**config.mk**
```make
export PLATFORM = sky130hd
export DESIGN_NAME = rr_req_mux_4_flat
export DESIGN_NICKNAME = d
export VERILOG_FILES = /design/src/rtl/rr_req_mux_4_pkg.sv /design/src/rtl/rr_req_mux_4_if.sv /design/src/rtl/rr_req_mux_4_slot.sv /design/src/rtl/rr_req_mux_4.sv /design/src/flat_wrapper.sv
export SDC_FILE = /design/constraint.sdc
export NUM_CORES = 1
export LEC_CHECK = 0
export CORE_ASPECT_RATIO = 1.1
export CORE_UTILIZATION = 50
export DETAILED_ROUTE_END_ITERATION = 7
export MAX_ROUTING_LAYER = met4
export PLACE_DENSITY = 0.85
export SLEW_MARGIN = 30
export SYNTH_ARGS = -nofsm -noshare
export SYNTH_HDL_FRONTEND = slang
export SYNTH_SLANG_ARGS = --single-unit
```
**constraint.sdc**
```tcl
create_clock -name clk -period 2.2 [get_ports clk]
set_clock_uncertainty 0.1 [all_clocks]
set_input_delay 0.44 -clock clk [delete_from_list [all_inputs] [get_ports clk]]
set_output_delay 0.44 -clock clk [all_outputs]
set_load 0.02 [all_outputs]
```
**src/rtl/rr_req_mux_4_pkg.sv**
```systemverilog
// Shared constants, FSM encoding and one-hot helper for the 4-channel
// request front end and its round-robin arbiter.
package rr_req_mux_4_pkg;

  localparam int NUM_CH   = 4;
  localparam int CH_IDX_W = 2;

  typedef enum logic [0:0] {
    ST_IDLE = 1'b0,
    ST_SEND = 1'b1
  } state_e;

  // Ones are ORed together, so a non-one-hot input yields a meaningless index;
  // callers qualify the vector first.
  function automatic logic [CH_IDX_W-1:0] onehot_to_idx(input logic [NUM_CH-1:0] oh);
    logic [CH_IDX_W-1:0] idx;
    idx = '0;
    for (int i = 0; i < NUM_CH; i++) begin
      if (oh[i]) idx = idx | CH_IDX_W'(i);
    end
    return idx;
  endfunction

endpackage

```
**src/rtl/rr_req_mux_4_if.sv**
```systemverilog
// Bundle of the requester, arbiter and downstream signals of rr_req_mux_4.
// Handshake: a word moves on any cycle where valid & ready are both 1 at the
// rising edge; valid, once raised, holds with stable data until ready is seen.
interface rr_req_mux_4_if
  import rr_req_mux_4_pkg::*;
#(
  parameter int DATA_W = 32
) ();

  logic [NUM_CH-1:0]        in_valid;
  logic [NUM_CH*DATA_W-1:0] in_data;
  logic [NUM_CH-1:0]        in_ready;
  logic [NUM_CH-1:0]        req;
  logic [NUM_CH-1:0]        grant;
  logic                     out_valid;
  logic [DATA_W-1:0]        out_data;
  logic [CH_IDX_W-1:0]      out_src;
  logic                     out_ready;
  logic                     grant_err;
  state_e                   dbg_state;

  modport slave (
    input  in_valid, in_data, grant, out_ready,
    output in_ready, req, out_valid, out_data, out_src, grant_err, dbg_state
  );

  modport master (
    output in_valid, in_data, grant, out_ready,
    input  in_ready, req, out_valid, out_data, out_src, grant_err, dbg_state
  );

endinterface

```
**src/rtl/rr_req_mux_4_slot.sv**
```systemverilog
// One-entry holding register with pending flag for a single requester channel.
module req_hold_slot #(
  parameter int DATA_W = 32
) (
  input  logic              clk,
  input  logic              rst_n,
  input  logic              in_valid_i,
  input  logic [DATA_W-1:0] in_data_i,
  input  logic              clear_i,
  output logic              pending_o,
  output logic [DATA_W-1:0] data_o
);

  logic              pending_q, pending_d;
  logic [DATA_W-1:0] data_q, data_d;
  logic              capture;

  // Ready is the registered empty flag, so a slot cleared this cycle refills next cycle.
  assign capture = in_valid_i & ~pending_q;

  always_comb begin
    pending_d = pending_q;
    data_d    = data_q;
    if (capture) begin
      pending_d = 1'b1;
      data_d    = in_data_i;
    end else if (clear_i) begin
      pending_d = 1'b0;
    end
  end

  always_ff @(posedge clk) begin
    if (!rst_n) begin
      pending_q <= 1'b0;
      data_q    <= '0;
    end else begin
      pending_q <= pending_d;
      data_q    <= data_d;
    end
  end

  assign pending_o = pending_q;
  assign data_o    = data_q;

endmodule

```
**src/rtl/rr_req_mux_4.sv**
```systemverilog
// Four-requester front end: holds one word per channel, requests the arbiter,
// and forwards the granted channel's word over a single valid/ready port.
module rr_req_mux_4
  import rr_req_mux_4_pkg::*;
#(
  parameter int DATA_W = 32
) (
  input  logic           clk,
  input  logic           rst_n,
  rr_req_mux_4_if.slave  bus
);

  state_e                state_q, state_d;
  logic [CH_IDX_W-1:0]   owner_q, owner_d;
  logic                  out_valid_q, out_valid_d;
  logic [DATA_W-1:0]     out_data_q, out_data_d;
  logic                  grant_err_q, grant_err_d;

  logic [NUM_CH-1:0]     pending;
  logic [NUM_CH-1:0]     clear;
  logic [NUM_CH-1:0]     send_mask;
  logic [DATA_W-1:0]     hold_data [NUM_CH];
  logic                  grant_multi;
  logic                  grant_hit;
  logic [CH_IDX_W-1:0]   grant_idx;

  for (genvar g = 0; g < NUM_CH; g++) begin : g_slot
    req_hold_slot #(.DATA_W(DATA_W)) u_slot (
      .clk        (clk),
      .rst_n      (rst_n),
      .in_valid_i (bus.in_valid[g]),
      .in_data_i  (bus.in_data[g*DATA_W +: DATA_W]),
      .clear_i    (clear[g]),
      .pending_o  (pending[g]),
      .data_o     (hold_data[g])
    );
  end

  // x & (x-1) is non-zero exactly when more than one bit is set.
  assign grant_multi = |(bus.grant & (bus.grant - {{(NUM_CH-1){1'b0}}, 1'b1}));
  assign grant_hit   = |(bus.grant & pending);
  assign grant_idx   = onehot_to_idx(bus.grant);

  always_ff @(posedge clk) begin
    if (!rst_n) begin
      state_q     <= ST_IDLE;
      owner_q     <= '0;
      out_valid_q <= 1'b0;
      out_data_q  <= '0;
      grant_err_q <= 1'b0;
    end else begin
      state_q     <= state_d;
      owner_q     <= owner_d;
      out_valid_q <= out_valid_d;
      out_data_q  <= out_data_d;
      grant_err_q <= grant_err_d;
    end
  end

  always_comb begin
    state_d     = state_q;
    owner_d     = owner_q;
    out_valid_d = out_valid_q;
    out_data_d  = out_data_q;
    grant_err_d = grant_err_q;
    case (state_q)
      ST_IDLE: begin
        // A lone grant to an empty slot is the arbiter's lag after req fell: ignore it.
        if (grant_multi) begin
          grant_err_d = 1'b1;
        end else if (grant_hit) begin
          state_d     = ST_SEND;
          owner_d     = grant_idx;
          out_data_d  = hold_data[grant_idx];
          out_valid_d = 1'b1;
        end
      end
      ST_SEND: begin
        if (bus.out_ready) begin
          state_d     = ST_IDLE;
          out_valid_d = 1'b0;
        end
      end
      default: state_d = ST_IDLE;
    endcase
  end

  always_comb begin
    send_mask = '0;
    clear     = '0;
    if (state_q == ST_SEND) begin
      send_mask[owner_q] = 1'b1;
      clear[owner_q]     = bus.out_ready;
    end
  end

  // Masking the owner keeps the arbiter from granting it again mid-transfer.
  assign bus.req       = pending & ~send_mask;
  assign bus.in_ready  = ~pending;
  assign bus.out_valid = out_valid_q;
  assign bus.out_data  = out_data_q;
  assign bus.out_src   = owner_q;
  assign bus.grant_err = grant_err_q;
  assign bus.dbg_state = state_q;

endmodule

```
**src/flat_wrapper.sv**
```systemverilog
// flat-port wrapper written by rule: the top's interface ports become plain ports
module rr_req_mux_4_flat import rr_req_mux_4_pkg::*;
#(
  parameter int DATA_W = 32
)
  (clk, rst_n, bus_in_valid, bus_in_data, bus_grant, bus_out_ready, bus_in_ready, bus_req, bus_out_valid, bus_out_data, bus_out_src, bus_grant_err, bus_dbg_state);
  rr_req_mux_4_if #(.DATA_W(DATA_W)) bus_i ();
  input  logic clk;
  input  logic rst_n;
  input wire logic [$bits(bus_i.in_valid)-1:0] bus_in_valid;
  input wire logic [$bits(bus_i.in_data)-1:0] bus_in_data;
  input wire logic [$bits(bus_i.grant)-1:0] bus_grant;
  input wire logic [$bits(bus_i.out_ready)-1:0] bus_out_ready;
  output wire logic [$bits(bus_i.in_ready)-1:0] bus_in_ready;
  output wire logic [$bits(bus_i.req)-1:0] bus_req;
  output wire logic [$bits(bus_i.out_valid)-1:0] bus_out_valid;
  output wire logic [$bits(bus_i.out_data)-1:0] bus_out_data;
  output wire logic [$bits(bus_i.out_src)-1:0] bus_out_src;
  output wire logic [$bits(bus_i.grant_err)-1:0] bus_grant_err;
  output wire logic [$bits(bus_i.dbg_state)-1:0] bus_dbg_state;
  assign bus_i.in_valid = bus_in_valid;
  assign bus_i.in_data = bus_in_data;
  assign bus_i.grant = bus_grant;
  assign bus_i.out_ready = bus_out_ready;
  assign bus_in_ready = bus_i.in_ready;
  assign bus_req = bus_i.req;
  assign bus_out_valid = bus_i.out_valid;
  assign bus_out_data = bus_i.out_data;
  assign bus_out_src = bus_i.out_src;
  assign bus_grant_err = bus_i.grant_err;
  assign bus_dbg_state = bus_i.dbg_state;
  rr_req_mux_4 #(.DATA_W(DATA_W)) u_core (.clk(clk), .rst_n(rst_n), .bus(bus_i));
endmodule
```
# After elaboration in Yosys (flattened, before gate mapping)

Cells that the tools add are included.

$add $sub $neg: 1
$lt $le $gt $ge: 3
Eq/ne operators: 3
Mux-type cells: 26
Bitwise operators: 17
Reduce and logical (&&, ||, !) cells: 10

Operators by type and width:

| cell                  | number |
|---|---|
| $bmux W32 S2          | 1 |
| $mux W32              | 2 |
| $and A4 B4 Y4         | 4 |
| $mux W1               | 16 |
| $mux W4               | 2 |
| $not A4 Y4            | 2 |
| $reduce_bool A2 Y1    | 4 |
| $reduce_or A4 Y1      | 2 |
| $not A1 Y1            | 6 |
| $reduce_and A3 Y1     | 2 |
| $and A1 B1 Y1         | 4 |
| $mux W2               | 2 |
| $ne A2 B2 Y1 const B  | 2 |
| $pmux W1 S2           | 2 |
| $sub A4 B1 Y4 const B | 1 |
| $ge A3 B3 Y1 const B  | 1 |
| $lt A2 B3 Y1 const B  | 1 |
| $not A2 Y3            | 1 |
| $demux W1 S2          | 1 |
| $ge A2 B1 Y1 const B  | 1 |
| $ne A2 B1 Y1 const B  | 1 |
| $reduce_and A2 Y1     | 1 |
| $logic_and A1 B1 Y1   | 1 |

Register bits: 169
Input bits: 139
Output and inout bits: 45
Word-level logic and storage cells: 73

# Longest topological paths before layout

Depth in word-level cells: 8
Depth in mapped cells: 8
Depth with buffers taken out: 4

# Hierarchy

From an unflattened synthesis, not the netlist that was laid out.

Cell total of the unflattened synthesis: 864
Area total of the unflattened synthesis: 7,877.6 sq um

By module, submodules not included:

| module        | instances | cells an instance | area an instance (sq um) | sequential area each (sq um) |
|---|---|---|---|---|
| req_hold_slot | 4         | 143               | 1,351.3                  | 660.6 |
| rr_req_mux_4  | 1         | 292               | 2,472.4                  | 740.7 |

# Worst setup path after synthesis

OpenSTA, ideal clock, no wires.

Path type: input-to-reg
Start: input bus_grant[3]
End: register u_core.out_data_q[25], in the netlist u_core.bus.out_data[25]
Library setup time: 0.059 ns
Arrival: 1.709 ns
Required time: 2.041 ns
Path slack: 0.332 ns
Stages: 8
Path buffers: 4
Cell sequence: buf_2 or2_1 buf_2 o22ai_4 and2_1 buf_4 buf_6 a41o_1

Cells in the longest elaborated chain, start to end: 5

RTL lines:

| item                                                           | line                                       | RTL |
|---|---|---|
| start, declared                                                | flat_wrapper.sv:12                         | `input wire logic [$bits(bus_i.grant)-1:0] bus_grant;` |
| $sub A4 B1 Y4 or $mux W2 (tied branches)                       | rr_req_mux_4.sv:40, rr_req_mux_4_pkg.sv:19 |  |
| $and A4 B4 Y4 or $not A2 Y3 (tied branches)                    | rr_req_mux_4.sv:40, rr_req_mux_4.sv:74     |  |
| $reduce_or A4 Y1 or $bmux W32 S2 (tied branches)               | rr_req_mux_4.sv:40, rr_req_mux_4.sv:74     |  |
| $not A1 Y1 (no source line) or $mux W32 (tied branches)        | n/a                                        |  |
| $reduce_and A3 Y1 (no source line) or $mux W32 (tied branches) | n/a                                        |  |
| end signal, assigned                                           | rr_req_mux_4.sv:55                         | `out_data_q <= out_data_d;` |
| end, declared                                                  | rr_req_mux_4.sv:16                         | `logic [DATA_W-1:0] out_data_q, out_data_d;` |

Several ways; a longest one is shown, not always the timed one. The select of a mux whose other input is x is not followed.
A chain may end at the register's enable or synchronous reset.

# Final worst setup path

Start: register u_core.g_slot[2].u_slot.pending_q
End: output bus_in_ready[2]

Cells in the longest elaborated chain, start to end: 1

RTL lines:

| item                   | line                    | RTL |
|---|---|---|
| start, declared        | rr_req_mux_4_slot.sv:14 | `logic pending_q, pending_d;` |
| start signal, assigned | rr_req_mux_4_slot.sv:37 | `pending_q <= pending_d;` |
| $not A4 Y4             | rr_req_mux_4.sv:99      | `assign bus.in_ready = ~pending;` |
| end, declared          | flat_wrapper.sv:14      | `output wire logic [$bits(bus_i.in_ready)-1:0] bus_in_ready;` |

No other way between the ends.

==> impl_results.md <==
* Slew at the pin closest to its max-slew limit at 0.447 ns
* Register bit total from synthesis at 169
* Yosys top cell area share at 0.457
* Drc violations at 0
* RePlAce Congestion at 0.843
* CP required at 1.66 ns
* Net Sw Frac at 0.254
* Fmax at 0.477 GHz
* Number of CTS-inserted buffers at 17
* Core box area at 14400 sq um
* Clock slew at reported path FFs at 0.06 ns
* CTS root buf: clkbuf_16
* Cell-internal power at 5.75 mW
* Max Slew Vio Count at 0
* Final hold viol count at 0
* Post-layout util at 0.702
* Power Total at 7.71 mW
* Total Wirelength at 21000 um
* Fillers at 1156
* Final global-route overflow total at 0
* Worst Setup SP: u_core.g_slot[2].u_slot.pending_o$_SDFFE_PN0P_
* CP endpoint kind: output port
* Die Ht at 130 um
* Crit path kind: reg -> out
* Post-synthesis sequential area ratio at 0.457
* Largest net degree at the start of global routing at 55
* # nets final at 1233
* Cts hold-fix bufs at 0
* Synth Cell Area at 7410 sq um
* Global-route usage over all layers at 0.288
* Clock share of power at 0.399
* Max_cap viols at 0
* # IOs at 184
* Register share of total power at 0.437
* Critical Path AT at 1.56 ns
* Htree depth at 4
* Postcts setup bufs at 0
* Netlist cell types at 24
* Die width at 118 um
* Area delta synth->final at 36.9%
* Min cycle time layout at 2.10 ns
* Number of diodes at 0
* Max Root-Sink Buffers at 2
* HP Start: rst_n
* RSZ-0062 raised after global routing: false
* First-pass detailed-route iteration total at 5
* Vias at 7027
* Initial Util at 0.513
* Site Rows at 46
* Power Density at 760 nW/um^2
* Share of layout cells above drive strength 1 at 0.0714
* Largest area contributor in the netlist: dfxtp_1
* Fin crit share at 0.953
* P_sw at 1.96 mW
* Final setup fails at 0
* Avg Cell Area, Syn at 7.92 sq um
* Leak at 4.18 nW
* Combinational Power Share at 0.164
* HP Class: in -> reg
* Crit Path Max Fanout at 3
* Yosys warnings at 0
* Vias per inst at 5.41
* Drt initial violations at 690
* Clock Sinks at 169
* Setup TNS at 0 ns
* Initial antenna violation count at 0
* Critical R2R Launch: u_core.g_slot[1].u_slot.pending_o$_SDFFE_PN0P_
* First-pass GRT wire length at 33200 um
* DRT antenna net count at 0
* TritonCTS clock tree: done
* Synthesized Nets at 1074
* Clock Latency Late Sink at 0.43 ns
* Worst VDD drop at 557 uV
* Per-cell routed wire length at 16.2 um
* HPWL Detailed at 14600 um
* Vias in the first global route at 6670
* Die ar. at 15300 sq um
* Outcome: finished clean
* Synth Instances at 935
* Relative slew slack at 0.702
* Worst setup SP type: flip-flop
* Largest cells by area after synthesis: dfxtp_1 (46%), nand2_1 (18%), a21boi_0 (13%)
* I/O Buffers at 183
==> registers in the layout (all words and copies together) (netlist names) <==
| name | flops |
|---|---|
| u_core.g_slot.u_slot.data_o | 128 |
| u_core.bus.out_data | 32 |
| u_core.g_slot.u_slot.pending_o | 4 |
| u_core.bus.out_src | 2 |
| u_core.bus.dbg_state | 1 |
| u_core.bus.grant_err | 1 |
| u_core.bus.out_valid | 1 |
==> layout make-up <==
class | count | area, sq um | share of cell area
clock buffer | 23 | 488 | 0.0481
multi-input combinational | 680 | 3680 | 0.363
tap | 192 | 240 | 0.0237
timing repair buffer | 221 | 2210 | 0.218
inverter | 5 | 18.8 | 0.00185
sequential | 169 | 3380 | 0.334
clock inverter | 8 | 118 | 0.0116
==> cells in the mapped netlist <==
| library cell | instances |
|---|---|
| o31a_1 | 4 |
| maj3_2 | 1 |
| and2_1 | 1 |
| a21oi_1 | 35 |
| dfxtp_1 | 169 |
| buf_4 | 1 |
| a22oi_1 | 2 |
| or2_1 | 1 |
| a41o_1 | 32 |
| mux2i_1 | 32 |
| clkbuf_1 | 68 |
| inv_1 | 5 |
| buf_2 | 9 |
| nand2_1 | 356 |
| a31oi_1 | 2 |
| o21ai_0 | 32 |
| o211a_1 | 2 |
| buf_6 | 3 |
| nor2_1 | 7 |
| nand3_1 | 34 |
| a21boi_0 | 129 |
| nor2b_1 | 6 |
| o22ai_4 | 1 |
| o21a_1 | 3 |
==> layer usage <==
metal,track usage,wire length (um),vias to the layer above,part of all wire
li1,-,-,3449,-
met1,0.328,8530,3270,0.41
met2,0.474,10300,253,0.49
met3,0.0726,1360,55,0.065
met4,0.145,803,0,0.038
met5,-,0,-,0
==> kinds of logic after synthesis <==
| kind of cell | Yosys count | synth area share |
|---|---|---|
| AND/OR/NAND/NOR | 405 | 0.214 |
| AO/OA/AOI/OAI | 242 | 0.236 |
| flip-flops | 169 | 0.457 |
| buffers and inverters | 86 | 0.0486 |
| multiplexers | 32 | 0.0432 |
| adder cells (fa/ha/maj) | 1 | 0.00152 |
==> timing repair <==
action	in CTS	in global routing
pin swaps	0	0
resized for setup	4	3
endpoints found under the setup margin	4	1
==> metrics by stage <==
step / std cells / hold slack [ns] / worst slack, ns / area (sq um)
after floorplan: 935 / 0.340 / 0.332 / 7410
after global placement: 1267 / 0.346 / -0.0796 / 9550
after detailed placement: 1267 / 0.354 / -0.118 / 9550
after CTS: 1298 / 0.291 / 0.0207 / 10100
after global routing: 1298 / 0.318 / 0.00979 / 10100
final: 1298 / 0.301 / 0.102 / 10100
==> power by group through the flow <==
stage               combinational, mW  sequential [mW]  clock [mW]
global placement                 1.25             3.42           0
finish                           1.27             3.37        3.08
global route                     1.38             3.39        3.24
CTS                              1.27             3.36        3.10
detailed placement               1.27             3.43           0
floorplan                       0.617             3.44           0
==> critical path, stage by stage, from the launching register on <==
cell and delay (ns):
dfxtp_1 0.33, inv_1 0.08, buf_4 0.13, clkdlybuf4s50_1 0.59
==> path summary, 6_finish.rpt <==
path | end | slack [ns] | cells after the start
worst max-delay path | bus_in_ready[2] | 0.10 | 3
worst min-delay path | u_core.bus.grant_err$_SDFFE_PN0P_ | 0.30 | 2
worst max register to register | u_core.bus.out_data[6]$_SDFFE_PN0P_ | 0.66 | 5
worst min register to register | u_core.g_slot[3].u_slot.data_o[21]$_SDFFE_PN0P_ | 0.36 | 2
==> cells in the final DEF (no fill, tap or decap), types with 2 or more instances in the layout <==
cell type / synthesis / routed
nor2b_1: 6 / 2
a21boi_0: 129 / 129
buf_12: 0 / 9
clkbuf_8: 0 / 4
buf_4: 1 / 30
bufinv_16: 0 / 3
inv_1: 5 / 5
nor2_1: 7 / 5
nand2_1: 356 / 356
clkbuf_1: 68 / 2
clkbuf_16: 0 / 17
a21oi_1: 35 / 34
clkdlybuf4s50_1: 0 / 177
nand3_1: 34 / 34
a22oi_1: 2 / 2
o31a_1: 4 / 4
mux2i_1: 32 / 32
nor2_2: 0 / 2
dlygate4sd2_1: 0 / 3
o211a_1: 2 / 2
a31oi_1: 2 / 2
o21ai_0: 32 / 32
nor2b_2: 0 / 4
a41o_1: 32 / 32
o21a_1: 3 / 3
dfxtp_1: 169 / 169
clkinv_2: 0 / 4
Power figures use the tool's default switching activity.
